--- src/rtl/uart_pkg.sv ---
// Shared definitions for the UART command link: frame layout, parity mode,
// FSM state encoding and error-pulse bit positions.
package uart_pkg;

  localparam int DATA_BITS  = 8;
  localparam int FRAME_BITS = DATA_BITS + 3;  // start + data + parity + stop

  // 0 = even parity, 1 = odd parity
  localparam logic PARITY_ODD = 1'b0;

  localparam int ERR_FRAME   = 0;
  localparam int ERR_PARITY  = 1;
  localparam int ERR_TIMEOUT = 2;

  typedef enum logic [2:0] {
    S_IDLE      = 3'd0,
    S_WAIT_DATA = 3'd1,
    S_WRITE     = 3'd2,
    S_RD_REQ    = 3'd3,
    S_RD_WAIT   = 3'd4,
    S_GAP       = 3'd5,
    S_TX        = 3'd6
  } state_t;

  function automatic logic parity_bit(input logic [DATA_BITS-1:0] data);
    return (^data) ^ PARITY_ODD;
  endfunction

endpackage

--- src/rtl/uart_rx_byte.sv ---
// UART byte receiver: 2-FF synchroniser, start detect with glitch rejection,
// mid-bit sampling, parity and stop checks. Re-arms right after the stop sample.
module uart_rx_byte
  import uart_pkg::*;
#(
  parameter int CLK_DIV = 434
) (
  input  logic                 clk,
  input  logic                 rst_n,
  input  logic                 rx,
  output logic                 active,
  output logic                 byte_vld,
  output logic [DATA_BITS-1:0] byte_data,
  output logic                 frame_err,
  output logic                 parity_err
);

  localparam int               CNT_W    = (CLK_DIV > 1) ? $clog2(CLK_DIV) : 1;
  localparam logic [CNT_W-1:0] CNT_LAST = CNT_W'(CLK_DIV - 1);
  localparam logic [CNT_W-1:0] CNT_HALF = CNT_W'(CLK_DIV / 2);
  localparam logic [3:0]       IDX_PAR  = 4'(DATA_BITS + 1);

  logic                 rx_meta, rx_sync, rx_prev;
  logic [CNT_W-1:0]     cnt;
  logic [3:0]           bit_idx;
  logic [DATA_BITS-1:0] shreg;
  logic                 par_q;

  assign byte_data = shreg;

  // NOTE: the synchroniser resets to 1 (line idle) so leaving reset never looks like a start edge.
  always_ff @(posedge clk or negedge rst_n) begin
    if (!rst_n) begin
      rx_meta    <= 1'b1;
      rx_sync    <= 1'b1;
      rx_prev    <= 1'b1;
      active     <= 1'b0;
      cnt        <= '0;
      bit_idx    <= '0;
      shreg      <= '0;
      par_q      <= 1'b0;
      byte_vld   <= 1'b0;
      frame_err  <= 1'b0;
      parity_err <= 1'b0;
    end else begin
      // NOTE: non-blocking assignments let every register see pre-edge values, like real flops.
      rx_meta    <= rx;
      rx_sync    <= rx_meta;
      rx_prev    <= rx_sync;
      byte_vld   <= 1'b0;
      frame_err  <= 1'b0;
      parity_err <= 1'b0;

      if (!active) begin
        // Preloading half a period puts the first sample mid start bit.
        if (rx_prev && !rx_sync) begin
          active  <= 1'b1;
          cnt     <= CNT_HALF;
          bit_idx <= '0;
        end
      end else if (cnt == CNT_LAST) begin
        cnt     <= '0;
        bit_idx <= bit_idx + 4'd1;
        if (bit_idx == 4'd0) begin
          if (rx_sync) active <= 1'b0;  // start bit gone at mid-point: glitch
        end else if (bit_idx < IDX_PAR) begin
          shreg <= {rx_sync, shreg[DATA_BITS-1:1]};
        end else if (bit_idx == IDX_PAR) begin
          par_q <= rx_sync;
        end else begin
          active <= 1'b0;
          if (!rx_sync)                      frame_err  <= 1'b1;
          else if (par_q != parity_bit(shreg)) parity_err <= 1'b1;
          else                               byte_vld   <= 1'b1;
        end
      end else begin
        cnt <= cnt + CNT_W'(1);
      end
    end
  end

endmodule

--- src/rtl/uart_cmd_slave.sv ---
// UART command responder: decodes {rw, addr} / data frames into register-bus
// writes and reads, and returns read data as one frame on tx.
module uart_cmd_slave
  import uart_pkg::*;
#(
  parameter int CLK_DIV    = 434,
  parameter int ADDR_W     = 7,
  parameter int DATA_W     = 8,
  parameter int TX_GAP     = 2,
  parameter int IB_TIMEOUT = 16,
  parameter int RD_TIMEOUT = 255
) (
  input  logic              clk,
  input  logic              rst_n,
  input  logic              rx,
  output logic              tx,
  output logic              reg_wr_en,
  output logic              reg_rd_en,
  output logic [ADDR_W-1:0] reg_addr,
  output logic [DATA_W-1:0] reg_wdata,
  input  logic [DATA_W-1:0] reg_rdata,
  input  logic              reg_rd_vld,
  output logic              busy,
  output logic [2:0]        err_pulse
);

  localparam int IB_CYCLES  = IB_TIMEOUT * CLK_DIV;
  localparam int GAP_CYCLES = TX_GAP * CLK_DIV;
  localparam int TMO_MAX0   = (IB_CYCLES > GAP_CYCLES) ? IB_CYCLES : GAP_CYCLES;
  localparam int TMO_MAX    = (TMO_MAX0 > RD_TIMEOUT) ? TMO_MAX0 : RD_TIMEOUT;
  localparam int TMO_W      = $clog2(TMO_MAX + 1);
  localparam int DIV_W      = (CLK_DIV > 1) ? $clog2(CLK_DIV) : 1;

  localparam logic [TMO_W-1:0] IB_LAST  = TMO_W'(IB_CYCLES - 1);
  localparam logic [TMO_W-1:0] GAP_LAST = TMO_W'(GAP_CYCLES - 1);
  localparam logic [TMO_W-1:0] RD_LAST  = TMO_W'(RD_TIMEOUT - 1);
  localparam logic [DIV_W-1:0] DIV_LAST = DIV_W'(CLK_DIV - 1);
  localparam logic [3:0]       IDX_LAST = 4'(FRAME_BITS - 1);

  state_t                state, state_next;
  logic                  rx_active, byte_vld, frame_err, parity_err;
  logic [DATA_BITS-1:0]  rx_byte;
  logic [TMO_W-1:0]      tmo_cnt;
  logic                  tmo_pulse, tmo_fire, rd_capture, tmo_clr, tx_bit_end;
  logic [DIV_W-1:0]      div_cnt;
  logic [3:0]            tx_idx;
  logic [FRAME_BITS-1:0] tx_shift;
  logic [DATA_W-1:0]     tx_byte;

  uart_rx_byte #(.CLK_DIV(CLK_DIV)) u_rx (
    .clk        (clk),
    .rst_n      (rst_n),
    .rx         (rx),
    .active     (rx_active),
    .byte_vld   (byte_vld),
    .byte_data  (rx_byte),
    .frame_err  (frame_err),
    .parity_err (parity_err)
  );

  // NOTE: every always_comb output gets a default first so no path can infer a latch.
  always_comb begin
    state_next = state;
    tmo_fire   = 1'b0;
    rd_capture = 1'b0;
    tx_bit_end = (div_cnt == DIV_LAST);
    unique case (state)
      S_IDLE:
        if (byte_vld) state_next = rx_byte[7] ? S_WAIT_DATA : S_RD_REQ;
      S_WAIT_DATA:
        if (frame_err || parity_err) begin
          state_next = S_IDLE;
        end else if (byte_vld) begin
          state_next = S_WRITE;
        end else if (!rx_active && tmo_cnt == IB_LAST) begin
          tmo_fire   = 1'b1;
          state_next = S_IDLE;
        end
      S_WRITE:
        state_next = S_IDLE;
      S_RD_REQ:
        if (reg_rd_vld) begin
          rd_capture = 1'b1;
          state_next = S_GAP;
        end else begin
          state_next = S_RD_WAIT;
        end
      S_RD_WAIT:
        if (reg_rd_vld) begin
          rd_capture = 1'b1;
          state_next = S_GAP;
        end else if (tmo_cnt == RD_LAST) begin
          tmo_fire   = 1'b1;
          state_next = S_GAP;
        end
      S_GAP:
        if (tmo_cnt == GAP_LAST) state_next = S_TX;
      S_TX:
        if (tx_bit_end && tx_idx == IDX_LAST) state_next = S_IDLE;
      default:
        state_next = S_IDLE;
    endcase
  end

  // One counter serves the inter-byte, read-wait and gap intervals; it restarts
  // on every state change and while a write's data frame is being received.
  assign tmo_clr = (state_next != state) || (state == S_WAIT_DATA && rx_active);

  always_ff @(posedge clk or negedge rst_n) begin
    if (!rst_n) begin
      state     <= S_IDLE;
      reg_addr  <= '0;
      reg_wdata <= '0;
      tx_byte   <= '0;
      tmo_cnt   <= '0;
      tmo_pulse <= 1'b0;
      div_cnt   <= '0;
      tx_idx    <= '0;
      tx_shift  <= '1;
    end else begin
      state     <= state_next;
      tmo_pulse <= tmo_fire;

      if (state == S_IDLE && byte_vld)      reg_addr  <= rx_byte[ADDR_W-1:0];
      if (state == S_WAIT_DATA && byte_vld) reg_wdata <= rx_byte;

      if (rd_capture)                           tx_byte <= reg_rdata;
      else if (tmo_fire && state == S_RD_WAIT)  tx_byte <= '1;

      if (tmo_clr)          tmo_cnt <= '0;
      else if (~&tmo_cnt)   tmo_cnt <= tmo_cnt + TMO_W'(1);

      if (state != S_TX) begin
        div_cnt <= '0;
        tx_idx  <= '0;
      end else if (tx_bit_end) begin
        div_cnt <= '0;
        tx_idx  <= tx_idx + 4'd1;
      end else begin
        div_cnt <= div_cnt + DIV_W'(1);
      end

      // Shifting in ones leaves the line idle once the stop bit has gone out.
      if (state == S_GAP && state_next == S_TX)
        tx_shift <= {1'b1, parity_bit(tx_byte), tx_byte, 1'b0};
      else if (state == S_TX && tx_bit_end)
        tx_shift <= {1'b1, tx_shift[FRAME_BITS-1:1]};
    end
  end

  always_comb begin
    err_pulse              = '0;
    err_pulse[ERR_FRAME]   = frame_err;
    err_pulse[ERR_PARITY]  = parity_err;
    err_pulse[ERR_TIMEOUT] = tmo_pulse;
  end

  assign tx        = tx_shift[0];
  assign reg_wr_en = (state == S_WRITE);
  assign reg_rd_en = (state == S_RD_REQ);
  assign busy      = (state != S_IDLE);

endmodule

--- config.mk ---
export PLATFORM = sky130hd
export DESIGN_NAME = uart_cmd_slave
export DESIGN_NICKNAME = d
export VERILOG_FILES = /design/src/rtl/uart_pkg.sv /design/src/rtl/uart_rx_byte.sv /design/src/rtl/uart_cmd_slave.sv
export SDC_FILE = /design/constraint.sdc
export NUM_CORES = 1
export LEC_CHECK = 0
export ABC_AREA = 1
export CORE_MARGIN = 3
export CORE_UTILIZATION = 55
export DETAILED_ROUTE_END_ITERATION = 8
export PLACE_DENSITY = 0.84
export SYNTH_ARGS = -nofsm -noshare
export SYNTH_HDL_FRONTEND = slang
export SYNTH_SLANG_ARGS = --single-unit
--- constraint.sdc ---
create_clock -name clk -period 1.9 [get_ports clk]
set_input_delay 0.38 -clock clk [delete_from_list [all_inputs] [get_ports clk]]
set_output_delay 0.38 -clock clk [all_outputs]
set_load 0.1 [all_outputs]
==> impl_results.md <==
* Outcome: finished clean
* Worst relative slew slack at 0.672
* First-pass GRT wire length at approximately 16000 microns
* Synth-to-Final Area Change at 18.4%
* Die W at roughly 97 microns
* # setup viols final at 0
* Initial cell density of the core at 0.578
* Overflow left after global routing at 0
* Num CTS Buffers at 9
* M2 GR Usage at 0.340
* Worst Hold Class: reg -> reg
* Routed wire length at approximately 9400 microns
* Number of fill cells at 590
* FF+latch count, synth at 92
* Initial DRC count at ~220
* Final Max Tran Viols at 0
* Crit end category: primary output
* Area leader, netlist: dfrtp_1
* Comb pwr share at 0.095
* Core area at a little under 8000 sq um
* Initial antenna violation count at 0
* Met3 GRT Util at 0.0395
* Tmin final at 1840 ps
* Synth top area share at 0.433
* Post-synthesis sequential area ratio at 0.508
* I/O pins at 34
* Largest net degree at the start of global routing at 40
* Setup TNS at 0 ps
* Most used routing layer: met2
* Detail Route Antenna Nets at 0
* Worst Path Required at 1520 ps
* Clk buf depth at 2
* Total track usage at 0.200
* Final clock skew at 15.7 ps
* Worst Max-Slew Pin Slew at around 490 ps
* Met1 Track Usage GR at 0.259
* Synth unique cells at 30
* P per Cell Area at about 740 nW/um^2
* N_diodes at 0
* Critical path peak fanout at 5
* Register area at 2320 sq um
* Part of the power in registers at 0.541
* Net Sw Power at approximately 1.0 mW
* TritonCTS clock tree: built
* Remaining DRCs at 0
* Tcrit/Tclk final at 0.970
* DR vias at roughly 3.7k
* Crit start category: register
* Clk Latency, worst-skew pair at 370 ps
* Initial DRT Pass Iterations at 5
* Synth area leaders: dfrtp_1 (43%), nand2_1 (8.5%), dfstp_2 (7.5%), o21ai_0 (7.4%), inv_1 (6.3%)
* Root Buffer: clkbuf_8
* Die height at 97.1 microns
* Clk pin slew, worst setup/hold paths at around 100 ps
* Clock Power Share at 0.364
* Port buffer count at 33
* Hold Fails Final Rpt at 0
* Max_cap viols at 0
* Drt wl/cell at roughly 14 microns
* WP data arrival at around 1500 ps
* Via-per-instance ratio at between 5 and 6
* Die area at around 9400 sq um
* Setup Crit Path Kind: reg -> out
* Commonest non-fill, non-tap cell in the layout: nand2_1
* Number of global-route vias before repair at ~3.5k
* Gpl congestion at ~0.92
* Commonest non-fill, non-tap cells in the layout: nand2_1 (100), inv_1 (76), dfrtp_1 (74), o21ai_0 (65), nor2_1 (42)
* Hpwl dp at roughly 6400 microns
* H-tree levels at 3
* Syn Nets at 557
* Total power at between 3 and 4 mW
* Synthesized area per cell at ~8.5 sq um
* Max Freq at approximately 0.54 GHz
* Netlist Area Pre-Place at ~4600 sq um
* Mapped Cells at between 500 and 600
* Area of the multi-input gates at about 1900 sq um
* CTS Sinks at 92
* Switch share at 0.254
* Fraction of layout cells with a size suffix above 1 at 0.178
* # rows at 32
* YS warnings at 0
* Max VDD drop at roughly 0.7 mV
* Internal at 2.98 mW
* NumNets Final at 607
* Static Leak at ~2.5 nW
-- path summary, 6_finish.rpt --
kind,from,to,slack [ps],cells past startpoint
min reg2reg,u_rx.rx_meta,u_rx.rx_sync,360,0
min,u_rx.rx_meta,u_rx.rx_sync,360,0
max in group asynchronous,rst_n,state[0],750,3
max reg2reg,state[2],tmo_cnt[1],100,11
min in group asynchronous,rst_n,div_cnt[4],490,2
max,state[2],reg_wr_en,60,3
-- Yosys cell counts (all sizes together) --
cell type  count
a21oi         11
and3           1
buf            7
clkbuf         4
dfrtp         79
dfstp         13
ha            11
inv           79
nand2        106
nand3         34
nand4          7
nor2          59
nor3          11
nor3b          1
o211ai         3
o21a           1
o21ai         67
o22a           8
o22ai          5
or2            1
xnor2         14
xor2          12
-- per-stage QoR --
step                      utilization  setup WS (ps)  cells  instance area [sq um]  hold WS (ps)
final                           0.684           56.7    691                   5400           362
after global routing            0.684          -75.3    691                   5400           369
after CTS                       0.671           12.2    684                   5300           363
after detailed placement        0.642           19.5    667                   5060           348
after global placement          0.642           95.1    667                   5060           347
after floorplan                     -            211    534                   4570          84.4
-- critical path: stages (launching register included) --
cell and delay (ps):
dfrtp_2 460, buf_4 160, nor3_4 260, buf_12 210
-- metal layers --
| layer | routed length (microns) | share of wire |
|---|---|---|
| met4 | 141 | 0.015 |
| met2 | 4750 | 0.50 |
| met1 | 4090 | 0.43 |
| met5 | 0 | 0 |
| met3 | 428 | 0.045 |
-- registers in the layout, indices dropped and copies added (netlist names) --
signal and flops:
reg_wdata 8, u_rx.rx_prev 1, u_rx.cnt 9, u_rx.byte_data 8, u_rx.rx_meta 1, reg_addr 7
u_rx.par_q 1, u_rx.rx_sync 1, u_rx.frame_err 1, div_cnt 9, state 3, tmo_cnt 13
tx_shift 10, tx_byte 8, u_rx.active 1, tmo_pulse 1, u_rx.bit_idx 4, tx_idx 4
u_rx.parity_err 1, u_rx.byte_vld 1
-- area by class of cell --
type                       count  area share
clock buffer                  10      0.0236
clock inverter                 6      0.0176
sequential                    92       0.431
multi-input combinational    352       0.355
tap                          102      0.0236
inverter                      79      0.0554
timing repair buffer          50      0.0939
-- timing repair --
| action | 4_1_cts | 5_1_grt |
|---|---|---|
| pin swaps | 0 | 3 |
| setup endpoints to repair | 1 | 35 |
| buffers inserted | 0 | 7 |
| hold endpoints to repair | 21 | 0 |
| hold buffers | 1 | 0 |
| gates resized for setup | 1 | 20 |
-- power groups by stage --
stage                     registers [mW]  clock network (mW)  logic (mW)
final                               2.16                1.45       0.379
after global routing                2.18                1.57       0.434
after CTS                           2.16                1.49       0.371
after detailed placement            2.19                   0       0.368
after global placement              2.19                   0       0.346
after floorplan                     2.17                   0       0.250
-- cells by family after synthesis --
logic type | after synthesis | share of synthesized area
xor gates and xnor gates | 26 | 0.0499
AOI/OAI and AO/OA | 95 | 0.114
buffers and inverters | 90 | 0.0823
adders and majority gates | 11 | 0.0302
DFF | 92 | 0.508
and+or+nand+nor | 220 | 0.215
No activity file was read; power rests on OpenSTA's default activity.
